==> src/rtl/pedometer_stepcore.sv <==
// Step detector: weighted two-axis score, hysteresis/refractory FSM, saturating counter; 3-edge sample-to-step latency.
// No backpressure: a sample is taken whenever countSteps && sample_valid, and in-flight samples always drain.
module pedometer_stepcore #(
   parameter int DW      = 8,
   parameter int CNT_W   = 16,
   parameter int ADDR_W  = 3,
   parameter int REFRACT = 4
) (
   input  logic              clk,
   input  logic              reset,
   input  logic              countSteps,
   input  logic              sample_valid,
   input  logic [DW-1:0]     A,
   input  logic [DW-1:0]     B,
   input  logic              updateWeight,
   input  logic              dualUpdateWeights,
   input  logic [ADDR_W-1:0] Addr1,
   input  logic [ADDR_W-1:0] Addr2,
   input  logic [DW-1:0]     Data1,
   input  logic [DW-1:0]     Data2,
   input  logic              clearSteps,
   output logic              step,
   output logic [CNT_W-1:0]  totalSteps,
   output logic              saturated,
   output logic [1:0]        state
);
   localparam int SW = 2*DW+1;
   localparam int RW = (REFRACT < 2) ? 1 : $clog2(REFRACT+1);

   typedef enum logic [1:0] {
      ST_ARMED   = 2'd0,
      ST_HIGH    = 2'd1,
      ST_REFRACT = 2'd2
   } st_t;

   logic [DW-1:0]    w_q [0:5];
   logic [DW-1:0]    w_d [0:5];
   logic             s0_vld_q;
   logic [DW-1:0]    a_q;
   logic [DW-1:0]    b_q;
   logic             s1_vld_q;
   logic [SW-1:0]    score_q;
   logic [SW-1:0]    score_d;
   logic [2*DW-1:0]  prod_a;
   logic [2*DW-1:0]  prod_b;
   logic [SW-1:0]    hi_thr;
   logic [SW-1:0]    lo_thr;
   st_t              state_q;
   st_t              state_d;
   logic [RW-1:0]    rc_q;
   logic [RW-1:0]    rc_d;
   logic             step_q;
   logic             step_d;
   logic [CNT_W-1:0] cnt_q;
   logic [CNT_W-1:0] cnt_d;

   // Port 2 is applied after port 1 so it wins on a shared address.
   always_comb begin
      for (int i = 0; i < 6; i++) begin
         w_d[i] = w_q[i];
      end
      for (int i = 0; i < 6; i++) begin
         if (updateWeight && (32'(Addr1) == 32'(i))) w_d[i] = Data1;
      end
      for (int i = 0; i < 6; i++) begin
         if (dualUpdateWeights && (32'(Addr2) == 32'(i))) w_d[i] = Data2;
      end
   end

   always_ff @(posedge clk) begin
      if (reset) begin
         w_q[0] <= DW'(1);
         w_q[1] <= DW'(1);
         w_q[2] <= {1'b1, {(DW-1){1'b0}}};
         w_q[3] <= '0;
         w_q[4] <= '1;
         w_q[5] <= '0;
      end else begin
         w_q <= w_d;
      end
   end

   always_comb begin
      prod_a  = {{DW{1'b0}}, w_q[0]} * {{DW{1'b0}}, a_q};
      prod_b  = {{DW{1'b0}}, w_q[1]} * {{DW{1'b0}}, b_q};
      score_d = {1'b0, prod_a} + {1'b0, prod_b};
      hi_thr  = {1'b0, w_q[5], w_q[4]};
      lo_thr  = {1'b0, w_q[3], w_q[2]};
   end

   always_ff @(posedge clk) begin
      if (reset) begin
         s0_vld_q <= 1'b0;
         a_q      <= '0;
         b_q      <= '0;
         s1_vld_q <= 1'b0;
         score_q  <= '0;
      end else begin
         s0_vld_q <= countSteps && sample_valid;
         a_q      <= A;
         b_q      <= B;
         s1_vld_q <= s0_vld_q;
         score_q  <= score_d;
      end
   end

   always_ff @(posedge clk) begin
      if (reset) begin
         state_q <= ST_ARMED;
         rc_q    <= '0;
         step_q  <= 1'b0;
         cnt_q   <= '0;
      end else begin
         state_q <= state_d;
         rc_q    <= rc_d;
         step_q  <= step_d;
         cnt_q   <= cnt_d;
      end
   end

   always_comb begin
      state_d = state_q;
      if (s1_vld_q) begin
         case (state_q)
            ST_ARMED:   if (score_q >= hi_thr) state_d = ST_HIGH;
            ST_HIGH:    if (score_q < lo_thr) state_d = (REFRACT == 0) ? ST_ARMED : ST_REFRACT;
            ST_REFRACT: if (rc_q == RW'(1)) state_d = ST_ARMED;
            default:    state_d = ST_ARMED;
         endcase
      end
   end

   always_comb begin
      step_d = 1'b0;
      rc_d   = rc_q;
      if (s1_vld_q) begin
         case (state_q)
            ST_ARMED:   step_d = (score_q >= hi_thr);
            ST_HIGH:    if (score_q < lo_thr) rc_d = RW'(REFRACT);
            ST_REFRACT: rc_d = rc_q - RW'(1);
            default:    rc_d = '0;
         endcase
      end
   end

   // Clear overrides a coincident increment; the step pulse itself still fires.
   always_comb begin
      cnt_d = cnt_q;
      if (step_d && !(&cnt_q)) cnt_d = cnt_q + CNT_W'(1);
      if (clearSteps) cnt_d = '0;
   end

   assign step       = step_q;
   assign totalSteps = cnt_q;
   assign saturated  = &cnt_q;
   assign state      = state_q;
endmodule
==> config.mk <==
export PLATFORM = sky130hd
export DESIGN_NAME = pedometer_stepcore
export DESIGN_NICKNAME = d
export VERILOG_FILES = /design/src/rtl/pedometer_stepcore.sv
export SDC_FILE = /design/constraint.sdc
export NUM_CORES = 1
export LEC_CHECK = 0
export CAP_MARGIN = 10
export CORE_MARGIN = 1.5
export CORE_UTILIZATION = 30
export DETAILED_ROUTE_END_ITERATION = 8
export PLACE_DENSITY = 0.45
export SYNTH_ARGS = -nofsm -noshare
export SYNTH_HDL_FRONTEND = slang
export SYNTH_SLANG_ARGS = --single-unit
==> constraint.sdc <==
create_clock -name clk -period 8.4 [get_ports clk]
set_input_delay 0.84 -clock clk [delete_from_list [all_inputs] [get_ports clk]]
set_output_delay 0.84 -clock clk [all_outputs]
set_load 0.05 [all_outputs]
==> results of run 1 <==
## critical path, delay by kind of cell, from the launching register on
family                   cells  cell delay (ps)
AO/OA/AOI/OAI                3              690
adder cells (fa/ha/maj)      7             3360
buffers and inverters        3              140
flip-flops                   1              560
multiplexers                 1              350
AND/OR/NAND/NOR              2              430
## cell type report
| cell class | count | area [um2] | area share, % |
|---|---|---|---|
| Multi-Input combinational cell | 756 | 6660 | 61.0 |
| Sequential cell | 105 | 2100 | 19.3 |
| Inverter | 180 | 678 | 6.21 |
| Timing Repair Buffer | 69 | 676 | 6.19 |
| Tap cell | 402 | 503 | 4.61 |
| Clock buffer | 9 | 225 | 2.06 |
| Clock inverter | 7 | 75.1 | 0.688 |
| Antenna cell | 1 | 2.50 | 0.0229 |
## flip-flops by register name (all words and copies together) (netlist names)
signal and count:
totalSteps 16, rc_q 3, a_q 8, s0_vld_q 1
s1_vld_q 1, b_q 8, state 2, score_q 17
step 1, w_q 16, hi_thr 16, lo_thr 16
## worst paths after layout
check	startpoint	end	cells past startpoint
worst max register to register	w_q[34]	score_q[12]	16
worst min register to register	s0_vld_q	s1_vld_q	1
worst max-delay path	w_q[34]	score_q[12]	16
worst min-delay path	s0_vld_q	s1_vld_q	1
## power by group
| group | total, mW | internal, mW | switching, mW |
|---|---|---|---|
| registers | 0.564 | 0.527 | 0.0368 |
| clock network | 0.458 | 0.215 | 0.243 |
| logic | 0.365 | 0.156 | 0.208 |
## metal layers
layer	wire length [um]	GRT usage, %	vias to the layer above
met5	0	0	-
met4	662	6.00	0
met3	624	1.68	30
met2	12400	29.3	118
met1	12700	22.3	3617
li1	-	-	3622
## per-stage QoR
step           cell area, um2  util, %  total power, mW  setup WS, ps
3_5_place_dp            10600     33.7            0.946          2760
6_report                10900     34.7             1.39          2740
4_1_cts                 10900     34.7             1.41          2740
3_3_place_gp            10600     33.7            0.943          2820
2_1_floorplan            9570        -            0.813          3150
5_1_grt                 10900     34.7             1.49          2440
## synthesized netlist by cell type, drive strengths merged (4+ instances only)
| cell type | number |
|---|---|
| inv | 180 |
| nor2 | 67 |
| and3 | 6 |
| nand4 | 6 |
| and2 | 89 |
| ha | 103 |
| a21oi | 35 |
| o211ai | 11 |
| nor3 | 7 |
| o21ai | 25 |
| nand2 | 85 |
| clkbuf | 20 |
| a211oi | 43 |
| xnor2 | 5 |
| dfxtp | 105 |
| buf | 7 |
| nor2b | 28 |
| a21o | 6 |
| xor2 | 4 |
| or4 | 6 |
| or3 | 10 |
| fa | 97 |
| o21a | 5 |
| nand4b | 6 |
| nor4 | 4 |
| mux2i | 39 |
| nand3 | 22 |
| o31ai | 7 |
## kinds of logic after synthesis
group | after synthesis
flip-flops | 105
AO/OA/AOI/OAI | 157
buffers and inverters | 208
XOR/XNOR | 9
adder cells (fa/ha/maj) | 200
AND/OR/NAND/NOR | 348
multiplexers | 42
## placed cells by master (no fill, tap or decap), types with 5 or more instances in the layout
cell             netlist  layout
a21oi_1               34      34
nor2b_1               28      28
a211oi_1              43      43
nand3_1               21      21
o21ai_0               22      22
o211ai_1              11      11
fa_1                  97      97
inv_1                179     179
o31ai_1                7       7
clkdlybuf4s50_1        0      63
nor2_1                67      67
clkbuf_16              0       9
nand2_1               85      85
o21a_1                 5       5
ha_1                 103     103
xnor2_1                5       5
a21o_1                 6       6
nor3_1                 7       7
mux2i_1               39      39
nand4_1                6       6
and2_1                89      89
buf_4                  0       6
or3_1                  8       8
dfxtp_1              105     105
nand4b_1               6       6
==> impl_metrics.json, run 1 <==
{
  "status": "finished clean",
  "clkLatencyLatePin_ps": 370,
  "yosysTopAreaCellShare_pct": 22.0,
  "grt_setup_unrepaired": "false",
  "ys_async_sr_fraction_pct": 0,
  "layout-drive-gt1-share_pct": 4.17,
  "hold_ws_ps": 449,
  "dieWidth_um": 182,
  "drt_iter0_drc": 391,
  "ctsResizeCount": 0,
  "dp.cells": 1512,
  "slew_headroom_pct": 34.5,
  "synth.avg_cell_area_um2": 8.95,
  "first_pass_iters": 4,
  "port_buffers": 64,
  "die_area_um2": 33000,
  "tightest_slew_ps": 979,
  "synth_seq_cells": 105,
  "post-cts-setup-buffers": 0,
  "io_pins": 65,
  "skew_ps": 14.4,
  "die_h_um": 182,
  "avgViaCountPerCell": 4.83,
  "hold_path_class": "reg -> reg",
  "slew_violations": 0,
  "reg2reg_slack_ps": 2740,
  "cts_hold_buf": 0,
  "cts_tree": "done",
  "synth-edff-count": 0,
  "initial_utilization_pct": 30.4,
  "worstPathArrival_ps": 5910,
  "clockRootBuffer": "clkbuf_16",
  "synth_top_family_by_area": "adder cells",
  "crit_chain": "nand2_1, fa_1, fa_1, inv_1, fa_1, fa_1, fa_1, inv_1, fa_1, inv_1, ha_1, nor4_1, o21ai_0, a31o_2, a21oi_1, mux2_2",
  "min_period_over_period_pct": 67.4,
  "synth_area_leaders": "dfxtp_1, fa_1, ha_1",
  "grt_pass1_wl_um": 43400,
  "core_um2": 31500,
  "power_density_nw_per_um2": 127,
  "synth-xor-area-share_pct": 0.824,
  "grt_pass1_vias": 7818,
  "remaining_drc_errors": 0,
  "synth_area_leader_cell": "dfxtp_1",
  "peakVddDrop_mv": 0.0943,
  "grt_max_degree": 66,
  "drtAntennaViolNets": 0,
  "ys.flop_type": "dfxtp_1",
  "track_usage_pct": 17.0,
  "muxShareOfSynthArea_pct": 4.43,
  "syn-num-nets": 1314,
  "crit_type": "reg -> reg",
  "area_growth_syn_to_layout_pct": 14.1,
  "slowest_stage": "dfxtp_1",
  "antenna_found_initial": 0,
  "cts_inserted_buffers": 9,
  "gp_congestion": 0.783,
  "grt_overflow": 0,
  "worst_setup_path_start_kind": "flip-flop",
  "syn_inst": 1069,
  "period_minus_slack_ps": 5660,
  "required_ps": 8650,
  "maxCapViolations": 0,
  "synth_compound_area_share_pct": 11.2,
  "finalHoldViolations": 0,
  "hpwl_um": 20500,
  "final-instance-count-excl-fill": 1529,
  "cts.path.max_buffers": 2,
  "max_stage_delay_ps": 560,
  "final_nets": 1366,
  "fmax_mhz": 177,
  "htreeDepth": 3,
  "path_common_cell": "fa_1",
  "fp-row-count": 65,
  "cp-end-kind": "flip-flop",
  "netlist_area_um2": 9570,
  "clock-sinks": 105,
  "synth-simple-area-share_pct": 19.1,
  "finalWirelength_um": 26400,
  "yosysWarnings": 0,
  "synthAdderAreaFrac_pct": 33.8,
  "nFillCells": 3263,
  "vias": 7387,
  "cp_max_fo": 9,
  "clk_pin_slew_worst_paths_ps": 90,
  "p_leak_nw": 4.90,
  "finalSetupViolCount": 0,
  "tns_ps": 0,
  "ys_seq_area_share_pct": 22.0,
  "wl_per_cell_um": 17.3,
  "synth_cell_type_count": 62
}
No activity file was read; power rests on OpenSTA's default activity.
==> run 2, diff against run 1 <==
==> constraint.sdc (replaced) <==
create_clock -name clk -period 5.3 [get_ports clk]
set_input_delay 0.53 -clock clk [delete_from_list [all_inputs] [get_ports clk]]
set_output_delay 0.53 -clock clk [all_outputs]
set_load 0.05 [all_outputs]
==> run 2 against run 1 <==
Maximum frequency grew 8.9%. Non-clock buffer count grew 66. Count of clock-buffer cells in the layout is the same. Total power grew 68%. Utilization grew 2.6 points. Design area grew 7.4%. Die area is the same. Hold slack gained 21 ps. Via count grew 2.6%. Cell count grew 4.3%. Routed wire length grew 2.6%. Critical path depth grew 1. Critical path type unchanged. Critical endpoint unchanged. Highest routed layer unchanged.
==> impl_metrics.json, run 2 (same netlist as run 1, synthesis figures left out) <==
{
  "area_growth_syn_to_layout_pct": 22.6,
  "whs_endpoint": "s1_vld_q",
  "slowest_stage": "fa_2",
  "clk_pin_slew_worst_paths_ps": 80,
  "track_usage_pct": 17.2,
  "num_antenna_cells": 0,
  "final_util_pct": 37.3,
  "grt_setup_unrepaired": "true",
  "clkLatencyLatePin_ps": 370,
  "htreeDepth": 3,
  "antenna_found_initial": 0,
  "hp-start": "s0_vld_q",
  "status": "finished clean",
  "skew_ps": 18.7,
  "place_area_um2": 11000,
  "io_pins": 65,
  "cts_tree": "done",
  "path_common_cell": "fa_1",
  "cp-end-kind": "flip-flop",
  "port_buffers": 64,
  "postLayoutCellArea_um2": 11700,
  "tightest_slew_ps": 853,
  "final_common_cell": "inv_1",
  "largest_register_ffs": 17,
  "maxCapViolations": 0,
  "crit_type": "reg -> reg",
  "fmax_mhz": 192,
  "final_cell_mix": "inv_1, ha_1, fa_1",
  "grt_overflow": 0,
  "dieWidth_um": 182,
  "slew_headroom_pct": 43.1,
  "nFillCells": 3228,
  "cts_inserted_buffers": 9,
  "clockRootBuffer": "clkbuf_16",
  "hpwl_um": 21000,
  "path_delay_family": "adder cells",
  "max_stage_delay_ps": 590,
  "wl_per_cell_um": 17.0,
  "hold_path_class": "reg -> reg",
  "cp.buffers_inverters": 3,
  "power.total_mw": 2.33,
  "cts.path.max_buffers": 2,
  "gp_congestion": 0.834,
  "timing.rr.end": "score_q[12]",
  "fp-row-count": 65,
  "r2r_cells": 17,
  "core_um2": 31500,
  "die_area_um2": 33000,
  "clock-sinks": 105,
  "power_density_nw_per_um2": 199,
  "grt_max_degree": 73,
  "remaining_drc_errors": 0,
  "finalWirelength_um": 27100,
  "finalSetupViolCount": 0,
  "layout-drive-gt1-share_pct": 15.3,
  "grt_pass1_wl_um": 43800,
  "cp.depth": 17,
  "initial_utilization_pct": 30.4,
  "first_pass_iters": 4,
  "drtAntennaViolNets": 0,
  "min_period_over_period_pct": 98.1,
  "crit_chain": "buf_6, and2_4, fa_1, inv_1, fa_1, inv_1, fa_1, fa_2, fa_1, fa_1, ha_4, o21a_1, o21ai_1, nand2b_1, a31o_2, a21oi_2, mux2_4",
  "r2r-start": "w_q[43]",
  "max_flop_register": "score_q",
  "reg2reg_slack_ps": 100,
  "drt_iter0_drc": 288,
  "vias": 7582,
  "required_ps": 5550,
  "cp_max_fo": 5,
  "final_nets": 1432,
  "worst_setup_path_start_kind": "flip-flop",
  "period_minus_slack_ps": 5200,
  "cts_hold_buf": 0,
  "min_path_cells": 1,
  "finalHoldViolations": 0,
  "peakVddDrop_mv": 0.192,
  "grt_pass1_vias": 7855,
  "die_h_um": 182,
  "worstPathArrival_ps": 5450,
  "avgViaCountPerCell": 4.76,
  "p_leak_nw": 5.28,
  "slew_violations": 0
}
==> run 2: cell count changes in the layout (fill, tap and decap cells not counted), sizes merged <==
cell | previous run | this run
buf | 6 | 72
clkinv | 0 | 3
inv | 186 | 183
diode | 1 | 0
==> run 2: worst max path at each step <==
stage	slack [ps]	start	to
finish	100	w_q[43]	score_q[12]
global route	-50	w_q[43]	score_q[12]
CTS	1	w_q[36]	score_q[15]
detailed placement	-230	a_q[6]	score_q[15]
global placement	-190	a_q[6]	score_q[15]
floorplan	50	w_q[42]	score_q[12]
==> run 2: layout make-up <==
cell class	count	area (um2)	area share, %
clock inverter	7	68.8	0.587
inverter	180	678	5.78
timing repair buffer	135	1200	10.3
tap	402	503	4.29
sequential	105	2170	18.5
multi-input combinational	756	6880	58.7
clock buffer	9	225	1.92
==> run 2: stage by stage <==
step | worst slack [ps] | hold slack, ps | std cells | setup TNS (ps)
6_report | 102 | 470 | 1594 | 0
5_1_grt | -49.5 | 485 | 1594 | -99.3
4_1_cts | 1.47 | 473 | 1590 | 0
3_5_place_dp | -232 | 462 | 1569 | -884
3_3_place_gp | -186 | 443 | 1569 | -786
2_1_floorplan | 48.4 | 414 | 1069 | 0
==> run 2: where the power goes <==
group | switching [mW] | leakage [nW] | total, mW | internal (mW)
sequential | 0.0493 | 0.870 | 0.882 | 0.833
clock | 0.378 | 0.143 | 0.712 | 0.333
combinational | 0.386 | 4.27 | 0.735 | 0.349
total | 0.814 | 5.28 | 2.33 | 1.52
==> run 2: what timing repair did <==
action,in CTS,in global routing
buffers inserted,5,6
gates resized for setup,42,58
pin swaps,20,53
endpoints found under the setup margin,6,8
==> run 2: layer usage <==
layer | GRT usage, % | vias to the layer above | routed length [um]
met3 | 1.99 | 18 | 804
met4 | 3.43 | 0 | 312
met5 | 0 | - | 0
met1 | 23.4 | 3682 | 13000
li1 | - | 3770 | -
met2 | 29.5 | 112 | 13000
